## config.mk

```make
export PLATFORM = sky130hd
export DESIGN_NAME = branch_resolve
export DESIGN_NICKNAME = d
export VERILOG_FILES = /design/src/rtl/branch_pkg.sv /design/src/rtl/bq_fifo.sv /design/src/rtl/branch_resolve.sv
export SDC_FILE = /design/constraint.sdc
export NUM_CORES = 1
export LEC_CHECK = 0
export ABC_AREA = 0
export BUFFER_PORTS_ARGS = -buffer_cell sky130_fd_sc_hd__buf_2
export CORE_MARGIN = 3
export CORE_UTILIZATION = 42
export CTS_CLUSTER_DIAMETER = 120
export DETAILED_ROUTE_END_ITERATION = 7
export PLACE_DENSITY_LB_ADDON = 0.1
export SETUP_SLACK_MARGIN = 0.02
export SYNTH_ARGS = -nofsm -noshare
export SYNTH_HDL_FRONTEND = slang
export SYNTH_SLANG_ARGS = --single-unit
export TNS_END_PERCENT = 10
```

## constraint.sdc

```tcl
create_clock -name clk -period 3.3 [get_ports clk]
set_input_delay 0.165 -clock clk [delete_from_list [all_inputs] [get_ports clk]]
set_output_delay 0.165 -clock clk [all_outputs]
set_load 0.01 [all_outputs]
```

## src/rtl/branch_pkg.sv

```systemverilog
// ---------------------------------------------------------------------------
// branch_pkg
// Shared types and constants for the execute-stage branch resolution slice.
//   ADDR_W     : default instruction address width
//   PC_INC     : byte distance to the fall-through instruction
//   bq_entry_t : one in-flight branch record {pc, predict}
//   br_state_t : control FSM states (RUN, FLUSH)
// ---------------------------------------------------------------------------
package branch_pkg;

  localparam int ADDR_W = 32;
  localparam int PC_INC = 4;

  typedef struct packed {
    logic [ADDR_W-1:0] pc;
    logic              predict;
  } bq_entry_t;

  typedef enum logic {
    RUN   = 1'b0,
    FLUSH = 1'b1
  } br_state_t;

endpackage

```

## src/rtl/bq_fifo.sv

```systemverilog
// ---------------------------------------------------------------------------
// bq_fifo
// Synchronous FIFO that holds in-flight branch records in program order.
// Pointers carry one extra wrap bit so that full and empty are told apart
// without an occupancy counter.
// Ports:
//   clk, rst_n : clock, synchronous active-low reset
//   clear      : synchronous flush of every entry (priority over push/pop)
//   push, din  : write one entry (ignored while full)
//   pop        : retire the head entry (ignored while empty)
//   head       : oldest entry, valid while empty is 0
//   full/empty : occupancy flags, derived from registered pointers only
// DEPTH must be a power of two and at least 2.
// ---------------------------------------------------------------------------
module bq_fifo #(
  parameter int DEPTH = 4,
  parameter int WIDTH = $bits(branch_pkg::bq_entry_t)
) (
  input  logic             clk,
  input  logic             rst_n,
  input  logic             clear,
  input  logic             push,
  input  logic [WIDTH-1:0] din,
  input  logic             pop,
  output logic [WIDTH-1:0] head,
  output logic             full,
  output logic             empty
);
  import branch_pkg::*;

  localparam int AW = $clog2(DEPTH);

  logic [WIDTH-1:0] mem [DEPTH];
  logic [AW:0]      wr_ptr;
  logic [AW:0]      rd_ptr;
  logic             do_push;
  logic             do_pop;

  // Same slot index with opposite wrap bits means the writer lapped the reader.
  assign full    = (wr_ptr[AW] != rd_ptr[AW]) && (wr_ptr[AW-1:0] == rd_ptr[AW-1:0]);
  assign empty   = (wr_ptr == rd_ptr);
  assign do_push = push && !full;
  assign do_pop  = pop && !empty;
  assign head    = mem[rd_ptr[AW-1:0]];

  // Pointer update; clear discards everything including a same-cycle push.
  always_ff @(posedge clk) begin
    if (!rst_n || clear) begin
      wr_ptr <= '0;
      rd_ptr <= '0;
    end else begin
      if (do_push) begin
        wr_ptr <= wr_ptr + (AW+1)'(1);
      end
      if (do_pop) begin
        rd_ptr <= rd_ptr + (AW+1)'(1);
      end
    end
  end

  // Storage needs no reset: a slot is only read after it has been written.
  always_ff @(posedge clk) begin
    if (do_push) begin
      mem[wr_ptr[AW-1:0]] <= din;
    end
  end

endmodule

```

## src/rtl/branch_resolve.sv

```systemverilog
// ---------------------------------------------------------------------------
// branch_resolve
// Execute-stage branch resolution. Fetch pushes every predicted branch into
// an in-order queue; when execute resolves the oldest branch its outcome is
// compared with the stored prediction, the predictor is trained one cycle
// later, and a mispredict raises a one-cycle flush carrying the recovery PC.
// Ports:
//   clk, rst_n              : clock, synchronous active-low reset
//   f_valid/f_pc/f_predict  : fetch push of one predicted branch
//   f_ready                 : push accepted this cycle (registered state only)
//   r_valid/r_taken/r_target: execute resolves the oldest in-flight branch
//   flush/redirect_pc       : mispredict pulse and recovery fetch address
//   upd_valid/addr/taken    : predictor training strobe, address and outcome
//   empty                   : no branches in flight
//   branch_cnt/mispred_cnt  : saturating resolution / mispredict counters
// ---------------------------------------------------------------------------
module branch_resolve #(
  parameter int DEPTH  = 4,
  parameter int ADDR_W = branch_pkg::ADDR_W,
  parameter int CNT_W  = 16
) (
  input  logic              clk,
  input  logic              rst_n,
  input  logic              f_valid,
  input  logic [ADDR_W-1:0] f_pc,
  input  logic              f_predict,
  output logic              f_ready,
  input  logic              r_valid,
  input  logic              r_taken,
  input  logic [ADDR_W-1:0] r_target,
  output logic              flush,
  output logic [ADDR_W-1:0] redirect_pc,
  output logic              upd_valid,
  output logic [ADDR_W-1:0] upd_addr,
  output logic              upd_taken,
  output logic              empty,
  output logic [CNT_W-1:0]  branch_cnt,
  output logic [CNT_W-1:0]  mispred_cnt
);
  import branch_pkg::*;

  // Queue entries are packed as {pc, predict}, matching bq_entry_t layout.
  localparam int EW = ADDR_W + 1;

  br_state_t         state_q;
  br_state_t         state_d;
  logic [EW-1:0]     push_data;
  logic [EW-1:0]     head_data;
  logic [ADDR_W-1:0] head_pc;
  logic              head_predict;
  logic              q_full;
  logic              q_empty;
  logic              resolve;
  logic              mis;
  logic              push;
  logic              clear;

  assign push_data    = {f_pc, f_predict};
  assign head_pc      = head_data[EW-1:1];
  assign head_predict = head_data[0];

  // The FLUSH state is the flush pulse itself, so flush is registered.
  assign flush   = (state_q == FLUSH);
  assign f_ready = !q_full && !flush;
  assign empty   = q_empty;

  bq_fifo #(
    .DEPTH (DEPTH),
    .WIDTH (EW)
  ) u_fifo (
    .clk   (clk),
    .rst_n (rst_n),
    .clear (clear),
    .push  (push),
    .din   (push_data),
    .pop   (resolve),
    .head  (head_data),
    .full  (q_full),
    .empty (q_empty)
  );

  // Control FSM state register.
  always_ff @(posedge clk) begin
    if (!rst_n) begin
      state_q <= RUN;
    end else begin
      state_q <= state_d;
    end
  end

  // Next state and queue control. In FLUSH execute is being squashed, so a
  // resolve is ignored; pushes are already blocked through f_ready. A push
  // that coincides with a mispredict is wrong-path and is dropped.
  always_comb begin
    state_d = state_q;
    resolve = 1'b0;
    mis     = 1'b0;
    push    = 1'b0;
    clear   = 1'b0;
    case (state_q)
      RUN: begin
        resolve = r_valid && !q_empty;
        mis     = resolve && (r_taken ^ head_predict);
        clear   = mis;
        push    = f_valid && f_ready && !mis;
        if (mis) begin
          state_d = FLUSH;
        end
      end
      FLUSH: begin
        state_d = RUN;
      end
      default: begin
        state_d = RUN;
      end
    endcase
  end

  // Predictor update and recovery PC registers. Address/outcome hold their
  // last value between strobes; consumers qualify them with upd_valid/flush.
  always_ff @(posedge clk) begin
    if (!rst_n) begin
      upd_valid   <= 1'b0;
      upd_addr    <= '0;
      upd_taken   <= 1'b0;
      redirect_pc <= '0;
    end else begin
      upd_valid <= resolve;
      if (resolve) begin
        upd_addr  <= head_pc;
        upd_taken <= r_taken;
      end
      if (mis) begin
        redirect_pc <= r_taken ? r_target : head_pc + ADDR_W'(PC_INC);
      end
    end
  end

  // Saturating statistics counters.
  always_ff @(posedge clk) begin
    if (!rst_n) begin
      branch_cnt  <= '0;
      mispred_cnt <= '0;
    end else begin
      if (resolve && (branch_cnt != {CNT_W{1'b1}})) begin
        branch_cnt <= branch_cnt + CNT_W'(1);
      end
      if (mis && (mispred_cnt != {CNT_W{1'b1}})) begin
        mispred_cnt <= mispred_cnt + CNT_W'(1);
      end
    end
  end

endmodule

```

==> impl_metrics.csv, run 1 <==
group,metric,value,unit
yosys,post_synth.cell_area_avg,13.1,µm²
die,initial_utilization,43.2,%
grt,gr-total-overflow,0,
critical_path,worst-r2r-setup-slack,0.82,ns
placed_design,dp_hpwl,16600,µm
sta,least_margin_pin_slew,0.638,ns
yosys,dominantRegCellSynth,"sky130_fd_sc_hd__edfxtp_1",
sta,slew_headroom,57.4,%
route,detail_route.first_pass.iterations,5,
sta,whs,0.0287,ns
critical_path,worst_ep_arrival_time,2.88,ns
finish,n_antenna_cell,0,
hold_path,hp-start,"r_target[1]",
power,max-vdd-ir-drop,0.000431,V
route,drt_iter0_markers,499,
critical_path,ordered_list_of_cells_on_the_worst_path,"buf_12 > mux4_1 > ha_1 > nand3_2 > or3_4 > nor3b_2 > xnor2_1 > o21ai_1",
finish,fin_nets,1077,
yosys,netlist_area,9870,µm²
sta,rsz0062_at_grt,"no",
hold_path,hold_class,"input port to flop",
job,maxCapViolCount,0,
finish,drive_above_1_share,27.2,%
yosys,async_reset_ff_share,0,%
grt,wire_length_of_the_first_global_routing_pass,38800,µm
sta,setup_viol,0,
sta,skew,0.0101,ns
critical_path,critical_path_buf_inv_count,1,
critical_path,required,3.71,ns
placed_design,gp_routability_congestion,0.813,
critical_path,critPathMaxFanout,32,
finish,fillers,2013,
power,netSwitchingFraction,32.4,%
critical_path,setup.worst_path.class,"flop to flop",
die,die_h,159,µm
critical_path,worstSetupStartpointType,"flop",
die,die_w,159,µm
die,placeableCoreArea,22800,µm²
grt,met2_usage,31.2,%
grt,met3_track_usage_gr,3.10,%
placed_design,post_place_cell_area,11100,µm²
power,cellPowerDensity,770,nW/µm²
yosys,synth.distinct_cells,58,
finish,synthToLayoutAreaGrowth,27.4,%
critical_path,end_kind,"flop",
yosys,yosys-top-cells-area,"sky130_fd_sc_hd__edfxtp_1, sky130_fd_sc_hd__dfxtp_1, sky130_fd_sc_hd__mux4_2",
route,route.vias.total,6801,
grt,grt_pass1_vias,6806,
yosys,seq_area_frac_synth,61.9,%
yosys,edff_count_synth,132,
yosys,syn-instance-count,756,
critical_path,critPathSlowestCell,"sky130_fd_sc_hd__or3_4",
finish,postLayoutCoreUtil,55.1,%
route,routed_via_density,5.11,
grt,antenna_found_initial,0,
status,run_status,"completed",
power,p_comb_share,29.7,%
route,wl_per_cell,18.6,µm
yosys,number_of_storage_elements_in_the_synthesis_netlist,239,
sta,finalMaxSlewViolations,0,
clock_tree,cts_made_buffers,26,
sta,fmax,404,MHz
placed_design,place.port_buffers,170,
route,postRouteAntennaNets,0,
die,pin_count,171,
yosys,synth_fp_nets,834,
die,die_area,25400,µm²
route,drt_drc_violations_left,0,
yosys,ys.warnings.count,0,
sta,final-hold-violation-count,0,
power,cell_internal_pwr,0.00655,W
clock_tree,numClockSinks,239,
grt,top_usage_layer,"met2",
grt,grt_max_degree,57,
die,floorplan.rows,55,
sta,setup-tns-final,0,ns
yosys,synth_area_leader_cell,"sky130_fd_sc_hd__edfxtp_1",
route,wl,24700,µm
critical_path,crit_path_max_incr_delay,0.48,ns
clock_tree,clock_edge_transition_at_the_registers_on_the_reported_setup_and_hold_paths,0.06,ns
sta,timing.final.crit_share,75.0,%
grt,global_route.usage.total,19.1,%
yosys,synth.top_cells.by_count,"sky130_fd_sc_hd__edfxtp_1, sky130_fd_sc_hd__dfxtp_1, sky130_fd_sc_hd__nand2_1",
power,power_share_of_the_sequential_group,41.0,%
power,power.share.clock,29.3,%
sta,fin_crit,2.48,ns
critical_path,cp_top_family,"simple AND/OR/NAND/NOR gates",
grt,grt.met1_usage,26.8,%
clock_tree,worst_skew_pair.late_latency,0.53,ns
yosys,yosysMostFrequentCell,"sky130_fd_sc_hd__edfxtp_1",
finish,fin_area,12600,µm²
power,power.net_switching,0.00314,W
clock_tree,cts_repair_resize_count,0,
power,leakagePower,4.74,nW
clock_tree,ctsRootBufferMaster,"sky130_fd_sc_hd__clkbuf_16",
yosys,synth_top_area_share,40.2,%
clock_tree,cts_max_path_buffers,3,
clock_tree,cts_htree_levels,1,
clock_tree,tritoncts,"built",
## routing by layer
metal / share of wire [%] / vias to the layer above
met3: 5.4 / 41
met2: 47 / 197
met4: 2.4 / 0
met5: 0 / -
met1: 46 / 3273
li1: - / 3290
## tightest hold or removal path, stage by stage
cell	delay, ns
sky130_fd_sc_hd__buf_2	0.10
sky130_fd_sc_hd__mux2i_1	0.14
sky130_fd_sc_hd__a211oi_1	0.09
## repair_timing
action,in CTS,in global routing
hold buffers,62,0
endpoints found under the hold margin,161,0
setup buffers,0,0
## placed cells by master, fill, tap and decap left out, types with 13 or more instances in the layout
cell and instances:
sky130_fd_sc_hd__dlygate4sd3_1 62, sky130_fd_sc_hd__xor2_1 35, sky130_fd_sc_hd__xnor2_1 23, sky130_fd_sc_hd__buf_2 170
sky130_fd_sc_hd__dfxtp_1 106, sky130_fd_sc_hd__clkbuf_16 26, sky130_fd_sc_hd__mux4_2 21, sky130_fd_sc_hd__a22oi_1 17
sky130_fd_sc_hd__nor2_1 44, sky130_fd_sc_hd__nand2_1 99, sky130_fd_sc_hd__edfxtp_1 132, sky130_fd_sc_hd__nand3_1 23
sky130_fd_sc_hd__a21oi_1 44, sky130_fd_sc_hd__o21ai_0 24, sky130_fd_sc_hd__nand4_1 13
## kinds of logic (layout without fill, tap and decap cells)
kind of cell	count (synthesis)	in the layout	share of synthesized area, %
flops	239	239	61.9
mux	44	44	9.10
buf+inv	47	309	2.61
xor+xnor	59	59	5.31
fa+ha+maj	8	8	1.01
simple gates	244	244	13.0
compound gates	115	115	7.14
## layout make-up
class                      count  area, µm²  share of cell area [%]
sequential                   239       6110                    48.5
multi-input combinational    470       3520                    27.9
timing repair buffer         249       1660                    13.2
clock buffer                  41        787                    6.26
tap                          313        392                    3.11
clock inverter                 6       67.6                   0.537
inverter                      13       48.8                   0.388
## metrics by stage
stage               setup WS [ns]  cells  power (W)
CTS                         0.824   1331    0.00980
global placement            0.862   1222    0.00686
global route                0.672   1331     0.0102
finish                      0.825   1331    0.00969
detailed placement          0.826   1222    0.00688
floorplan                   0.445    756    0.00585
## final timing paths
path | end | cells past startpoint
worst max-delay path | redirect_pc[28] | 8
worst min-delay path | redirect_pc[1] | 3
worst max register to register | redirect_pc[28] | 8
worst min register to register | upd_addr[29] | 2
## power groups by stage
stage,clock network [W],logic (W),registers (W)
floorplan,0,0.00176,0.00409
global placement,0,0.00283,0.00403
detailed placement,0,0.00284,0.00404
CTS,0.00292,0.00291,0.00398
global route,0.00305,0.00313,0.00402
finish,0.00284,0.00288,0.00397
## state kept, by name, summed over array words and instances (netlist names), named ones only
name	flops
redirect_pc	32
upd_taken	1
mispred_cnt	16
u_fifo.rd_ptr	3
upd_valid	1
u_fifo.wr_ptr	3
upd_addr	32
flush	1
branch_cnt	16
u_fifo.mem	132
(Power assumes the default switching activity.)
==> inputs of run 2 (changes only) <==
clock period = 2.5 ns   (was 3.3 ns; I/O delays follow)
==> run 2 against run 1 <==
  * Worst hold slack improved by 0.020 ns
  * Final area up 2.3%
  * Largest cell class unchanged
  * Maximum frequency grew 7.2%
  * Die area unchanged
  * Critical path depth decreased by 3
  * Total power rose by 35%
  * Setup slack got worse by 0.63 ns
  * First-iteration DRC count fell by 10%
  * Final cell count increased by 2.6%
  * Sequential share of layout area shrank 1.1 points
  * Clock skew rose by 0.0059 ns
==> impl_metrics.csv, run 2 (synthesis gave the netlist of run 1 again) <==
group,metric,value,unit
job,maxCapViolCount,0,
route,routed_via_density,5.03,
critical_path,timing.reg2reg.worst_path_depth,5,
route,detail_route.first_pass.iterations,4,
die,placeableCoreArea,22800,µm²
sta,timing.final.crit_share,92.4,%
critical_path,worst_ep_arrival_time,2.53,ns
finish,layout.area.seq,6110,µm²
critical_path,critPathMaxFanout,18,
finish,drive_above_1_share,29.6,%
critical_path,end_kind,"flop",
critical_path,timing.critical_path.from,"u_fifo.wr_ptr[1]",
grt,antenna_found_initial,0,
clock_tree,ctsRootBufferMaster,"sky130_fd_sc_hd__clkbuf_16",
critical_path,required,2.72,ns
placed_design,gp_routability_congestion,0.787,
status,run_status,"completed",
power,leakagePower,4.92,nW
finish,layout_commonest_cell,"sky130_fd_sc_hd__buf_2",
finish,fin_nets,1110,
die,initial_utilization,43.2,%
placed_design,post_place_cell_area,11400,µm²
critical_path,setup.worst_path.class,"flop to flop",
grt,global_route.usage.total,19.1,%
sta,final-hold-violation-count,0,
sta,least_margin_pin_slew,0.787,ns
critical_path,critical_path_cell_count,5,
power,cellPowerDensity,1020,nW/µm²
grt,grt_max_degree,71,
critical_path,crit_path_max_incr_delay,0.50,ns
finish,largest_reg_flops,132,
grt,grt_pass1_vias,6785,
clock_tree,worst_skew_pair.late_latency,0.53,ns
die,pin_count,171,
clock_tree,numClockSinks,239,
critical_path,cp_top_family,"simple AND/OR/NAND/NOR gates",
grt,wire_length_of_the_first_global_routing_pass,38900,µm
finish,synthToLayoutAreaGrowth,30.4,%
die,die_h,159,µm
grt,gr-total-overflow,0,
critical_path,worst_r2r_endpoint,"u_fifo.mem[2][3]",
clock_tree,clock_edge_transition_at_the_registers_on_the_reported_setup_and_hold_paths,0.06,ns
placed_design,dp_hpwl,17200,µm
finish,fillers,2007,
route,wl_per_cell,18.2,µm
critical_path,critPathSlowestCell,"sky130_fd_sc_hd__nor3_1",
sta,slew_headroom,47.6,%
clock_tree,cts_htree_levels,1,
critical_path,worst-r2r-setup-slack,0.19,ns
route,drt_iter0_markers,449,
hold_path,hold_class,"input port to flop",
clock_tree,cts_max_path_buffers,3,
route,wl,24900,µm
clock_tree,tritoncts,"built",
die,floorplan.rows,55,
sta,finalMaxSlewViolations,0,
critical_path,worst_reg2reg_startpoint,"u_fifo.wr_ptr[1]",
route,postRouteAntennaNets,0,
finish,multi_input_area,3510,µm²
sta,setup_viol,0,
sta,rsz0062_at_grt,"no",
sta,setup-tns-final,0,ns
route,drt_drc_violations_left,0,
critical_path,worstSetupStartpointType,"flop",
critical_path,endpoint,"u_fifo.mem[2][3]",
hold_path,hold_path_stages,4,
finish,fin_area,12900,µm²
critical_path,critical_path_buf_inv_count,1,
power,max-vdd-ir-drop,0.000559,V
die,die_area,25400,µm²
sta,fmax,433,MHz
placed_design,place.port_buffers,170,
sta,fin_crit,2.31,ns
die,die_w,159,µm
critical_path,ordered_list_of_cells_on_the_worst_path,"xor2_1 > nor3_1 > o311a_1 > and2_2 > buf_12",
finish,most-common-layout-cells,"sky130_fd_sc_hd__buf_2, sky130_fd_sc_hd__edfxtp_1, sky130_fd_sc_hd__dfxtp_1",
finish,n_antenna_cell,0,
clock_tree,cts_made_buffers,26,
sta,skew,0.0160,ns
route,route.vias.total,6862,
==> run 2: through the flow <==
step / instances / hold WS [ns] / total power [W] / setup slack [ns] / util, %
2_1_floorplan: 756 / 0.224 / 0.00772 / 0.0105 / -
3_3_place_gp: 1253 / 0.342 / 0.00932 / 0.100 / 49.7
3_5_place_dp: 1253 / 0.344 / 0.00934 / 0.0842 / 49.7
4_1_cts: 1365 / 0.0226 / 0.0132 / 0.0531 / 56.3
5_1_grt: 1365 / 0.0548 / 0.0138 / 0.0443 / 56.3
6_report: 1365 / 0.0491 / 0.0131 / 0.190 / 56.3
==> run 2: cell type report <==
type                    instances  area share, %
repair buffers                282           15.1
clock buffers                  34           5.53
inverters                      13          0.379
flip-flops and latches        239           47.5
clock inverters                14           1.11
multi-input cells             470           27.3
well taps                     313           3.04
==> run 2: tightest hold or removal path, delay by kind of cell <==
kind / cells / cell delay (ns)
buffers and inverters: 1 / 0.10
AND/OR/NAND/NOR: 1 / 0.10
AO/OA/AOI/OAI: 2 / 0.22
==> run 2: per-layer routing <==
layer | global-route usage, % | vias up | routed length [µm]
met5 | 0 | - | 0
met4 | 4.06 | 0 | 348
met3 | 3.36 | 29 | 1360
met2 | 31.1 | 203 | 11700
met1 | 27.2 | 3287 | 11500
li1 | - | 3343 | -
==> run 2: report_power, final <==
group | total, W | internal (W) | switching (W)
clock | 0.00381 | 0.00230 | 0.00151
sequential | 0.00524 | 0.00493 | 0.000312
combinational | 0.00406 | 0.00169 | 0.00237
total | 0.0131 | 0.00893 | 0.00418
==> run 2: repair_timing <==
action                     4_1_cts  5_1_grt
hold buffers                    64        0
gates resized for setup          0        5
setup endpoints to repair        0       20
hold endpoints to repair       163        0
buffers inserted                 0        0
==> run 2: worst min-delay path by stage <==
stage	slack [ns]	startpoint	end
3_5_place_dp	0.34	f_pc[4]	u_fifo.mem[0][5]
2_1_floorplan	0.22	f_predict	u_fifo.mem[0][0]
5_1_grt	0.05	r_target[9]	redirect_pc[9]
3_3_place_gp	0.34	f_pc[16]	u_fifo.mem[0][17]
4_1_cts	0.02	r_target[9]	redirect_pc[9]
6_report	0.05	r_target[9]	redirect_pc[9]
==> inputs of run 3 (changes only) <==
BUFFER_PORTS_ARGS = unset   (was -buffer_cell sky130_fd_sc_hd__buf_2)
DONT_BUFFER_PORTS = 1   (was unset)
==> run 3 against run 2 <==
  * Worst hold slack lost 0.013 ns
  * Core utilization fell by 3.7 points
  * Non-clock buffer count down 173
  * Flip-flop and latch count unchanged
  * Routed wire length grew 0.22%
  * Combinational power decreased by 10%
  * Global-route usage grew 0.30 points
  * Sequential share of layout area increased by 3.3 points
  * Total power shrank 2.1%
  * First-iteration DRC count is 10% higher
  * Largest power group unchanged
  * Critical path depth unchanged
==> impl_metrics.csv, run 3 (synthesis gave the netlist of run 1 again) <==
group,metric,value,unit
sta,setup_viol,0,
sta,final-hold-violation-count,0,
power,cellPowerDensity,1070,nW/µm²
critical_path,end_kind,"flop",
sta,rsz0062_at_grt,"no",
clock_tree,ctsRootBufferMaster,"sky130_fd_sc_hd__clkbuf_16",
route,postRouteAntennaNets,0,
clock_tree,cts_made_buffers,27,
die,placeableCoreArea,22800,µm²
sta,timing.final.crit_share,94.2,%
placed_design,place.port_buffers,0,
finish,multi_input_area,3540,µm²
finish,layout.area.seq,6110,µm²
finish,largest_reg_flops,132,
critical_path,worstSetupStartpointType,"flop",
placed_design,gp_routability_congestion,0.815,
critical_path,endpoint,"u_fifo.mem[2][27]",
clock_tree,worst_skew_pair.late_latency,0.53,ns
critical_path,worst_r2r_endpoint,"u_fifo.mem[2][27]",
route,wl,25000,µm
grt,grt_max_degree,59,
route,route.vias.total,6379,
critical_path,setup.worst_path.class,"flop to flop",
critical_path,worst-r2r-setup-slack,0.14,ns
finish,drive_above_1_share,15.7,%
sta,least_margin_pin_slew,1.09,ns
placed_design,dp_slack,0.00452,ns
sta,fmax,425,MHz
clock_tree,cts_max_path_buffers,3,
sta,skew,0.0128,ns
clock_tree,tritoncts,"built",
die,floorplan.rows,55,
route,routed_via_density,5.34,
hold_path,hold_class,"input port to flop",
die,initial_utilization,43.2,%
clock_tree,post_cts_buffers,0,
finish,finalNonFillerCells,1195,
job,maxCapViolCount,0,
finish,synthToLayoutAreaGrowth,21.7,%
route,drt_iter0_markers,494,
critical_path,critPathMaxFanout,33,
grt,gr-total-overflow,0,
placed_design,dp_hpwl,17200,µm
finish,most-common-layout-cells,"sky130_fd_sc_hd__edfxtp_1, sky130_fd_sc_hd__dfxtp_1, sky130_fd_sc_hd__nand2_1",
sta,fin_crit,2.36,ns
grt,global_route.usage.total,19.4,%
power,leakagePower,4.07,nW
die,pin_count,171,
critical_path,timing.reg2reg.worst_path_depth,5,
finish,fin_nets,938,
grt,antenna_found_initial,2,
route,wl_per_cell,20.9,µm
sta,finalMaxSlewViolations,0,
clock_tree,numClockSinks,239,
die,die_w,159,µm
critical_path,required,2.70,ns
route,drt_drc_violations_left,0,
finish,layout_commonest_cell,"sky130_fd_sc_hd__edfxtp_1",
placed_design,dp.cells,1076,
sta,final_critical_path_setup_slack,0.145,ns
power,max-vdd-ir-drop,0.000617,V
finish,fillers,2003,
critical_path,worst_ep_arrival_time,2.56,ns
die,die_area,25400,µm²
sta,setup-tns-final,0,ns
clock_tree,clock_edge_transition_at_the_registers_on_the_reported_setup_and_hold_paths,0.06,ns
clock_tree,cts_htree_levels,1,
sta,slew_headroom,27.2,%
die,die_h,159,µm
grt,wire_length_of_the_first_global_routing_pass,38900,µm
status,run_status,"completed",
route,detail_route.first_pass.iterations,5,
grt,grt_pass1_vias,6600,
==> run 3: changes by cell type in the layout (fill, tap and decap cells not counted), sizes merged <==
cell	previous run	this run
clkbuf	34	39
dlygate4sd3	64	68
buf	218	41
bufinv	3	2
clkinv	10	7
diode	0	2
==> run 3: what timing repair did <==
action,CTS,global route
endpoints found under the hold margin,188,0
setup endpoints to repair,1,24
resized for setup,1,11
hold buffers,68,0
==> run 3: worst min-delay path by stage <==
| stage | from | end | slack [ns] | depth (start not counted) |
|---|---|---|---|---|
| after floorplan | f_predict | u_fifo.mem[0][0] | 0.22 | 0 |
| after global placement | f_pc[19] | u_fifo.mem[2][20] | 0.22 | 0 |
| after detailed placement | f_pc[25] | u_fifo.mem[3][26] | 0.22 | 0 |
| after CTS | r_taken | redirect_pc[0] | 0.01 | 4 |
| after global routing | rst_n | redirect_pc[26] | 0.04 | 3 |
| final | r_taken | redirect_pc[0] | 0.04 | 4 |
==> run 3: layout make-up <==
cell class	instances	share of cell area (%)
flip-flops and latches	239	50.8
multi-input cells	470	29.5
repair buffers	109	9.02
clock buffers	39	6.15
well taps	313	3.26
clock inverters	10	0.802
inverters	13	0.406
diodes	2	0.0417
==> run 3: critical path, stage by stage (launching register included) <==
cell,delay (ns)
sky130_fd_sc_hd__dfxtp_2,0.36
sky130_fd_sc_hd__mux4_2,0.55
sky130_fd_sc_hd__xnor2_2,0.28
sky130_fd_sc_hd__o311a_1,0.36
sky130_fd_sc_hd__and2_2,0.23
sky130_fd_sc_hd__buf_12,0.23
==> run 3: power by group <==
group | total (W) | internal, W | switching [W] | leakage [nW]
logic | 0.00364 | 0.00149 | 0.00215 | 1.59
registers | 0.00546 | 0.00493 | 0.000532 | 2.08
clock network | 0.00373 | 0.00224 | 0.00149 | 0.404
==> run 3: metal layers <==
layer | vias to the layer above | global-route usage (%) | routed length [µm]
li1 | 3005 | - | -
met1 | 3157 | 25.4 | 10800
met4 | 2 | 4.26 | 339
met2 | 184 | 32.7 | 11900
met3 | 31 | 5.18 | 1860
met5 | - | 0 | 13
==> run 3: metrics by stage <==
step | power (W) | hold slack, ns | instance area (µm²) | utilization, %
after floorplan | 0.00772 | 0.224 | 9880 | -
after global placement | 0.00898 | 0.224 | 10500 | 45.8
after detailed placement | 0.00907 | 0.224 | 10500 | 45.8
after CTS | 0.0129 | 0.0112 | 12000 | 52.5
after global routing | 0.0135 | 0.0385 | 12000 | 52.6
final | 0.0128 | 0.0360 | 12000 | 52.6
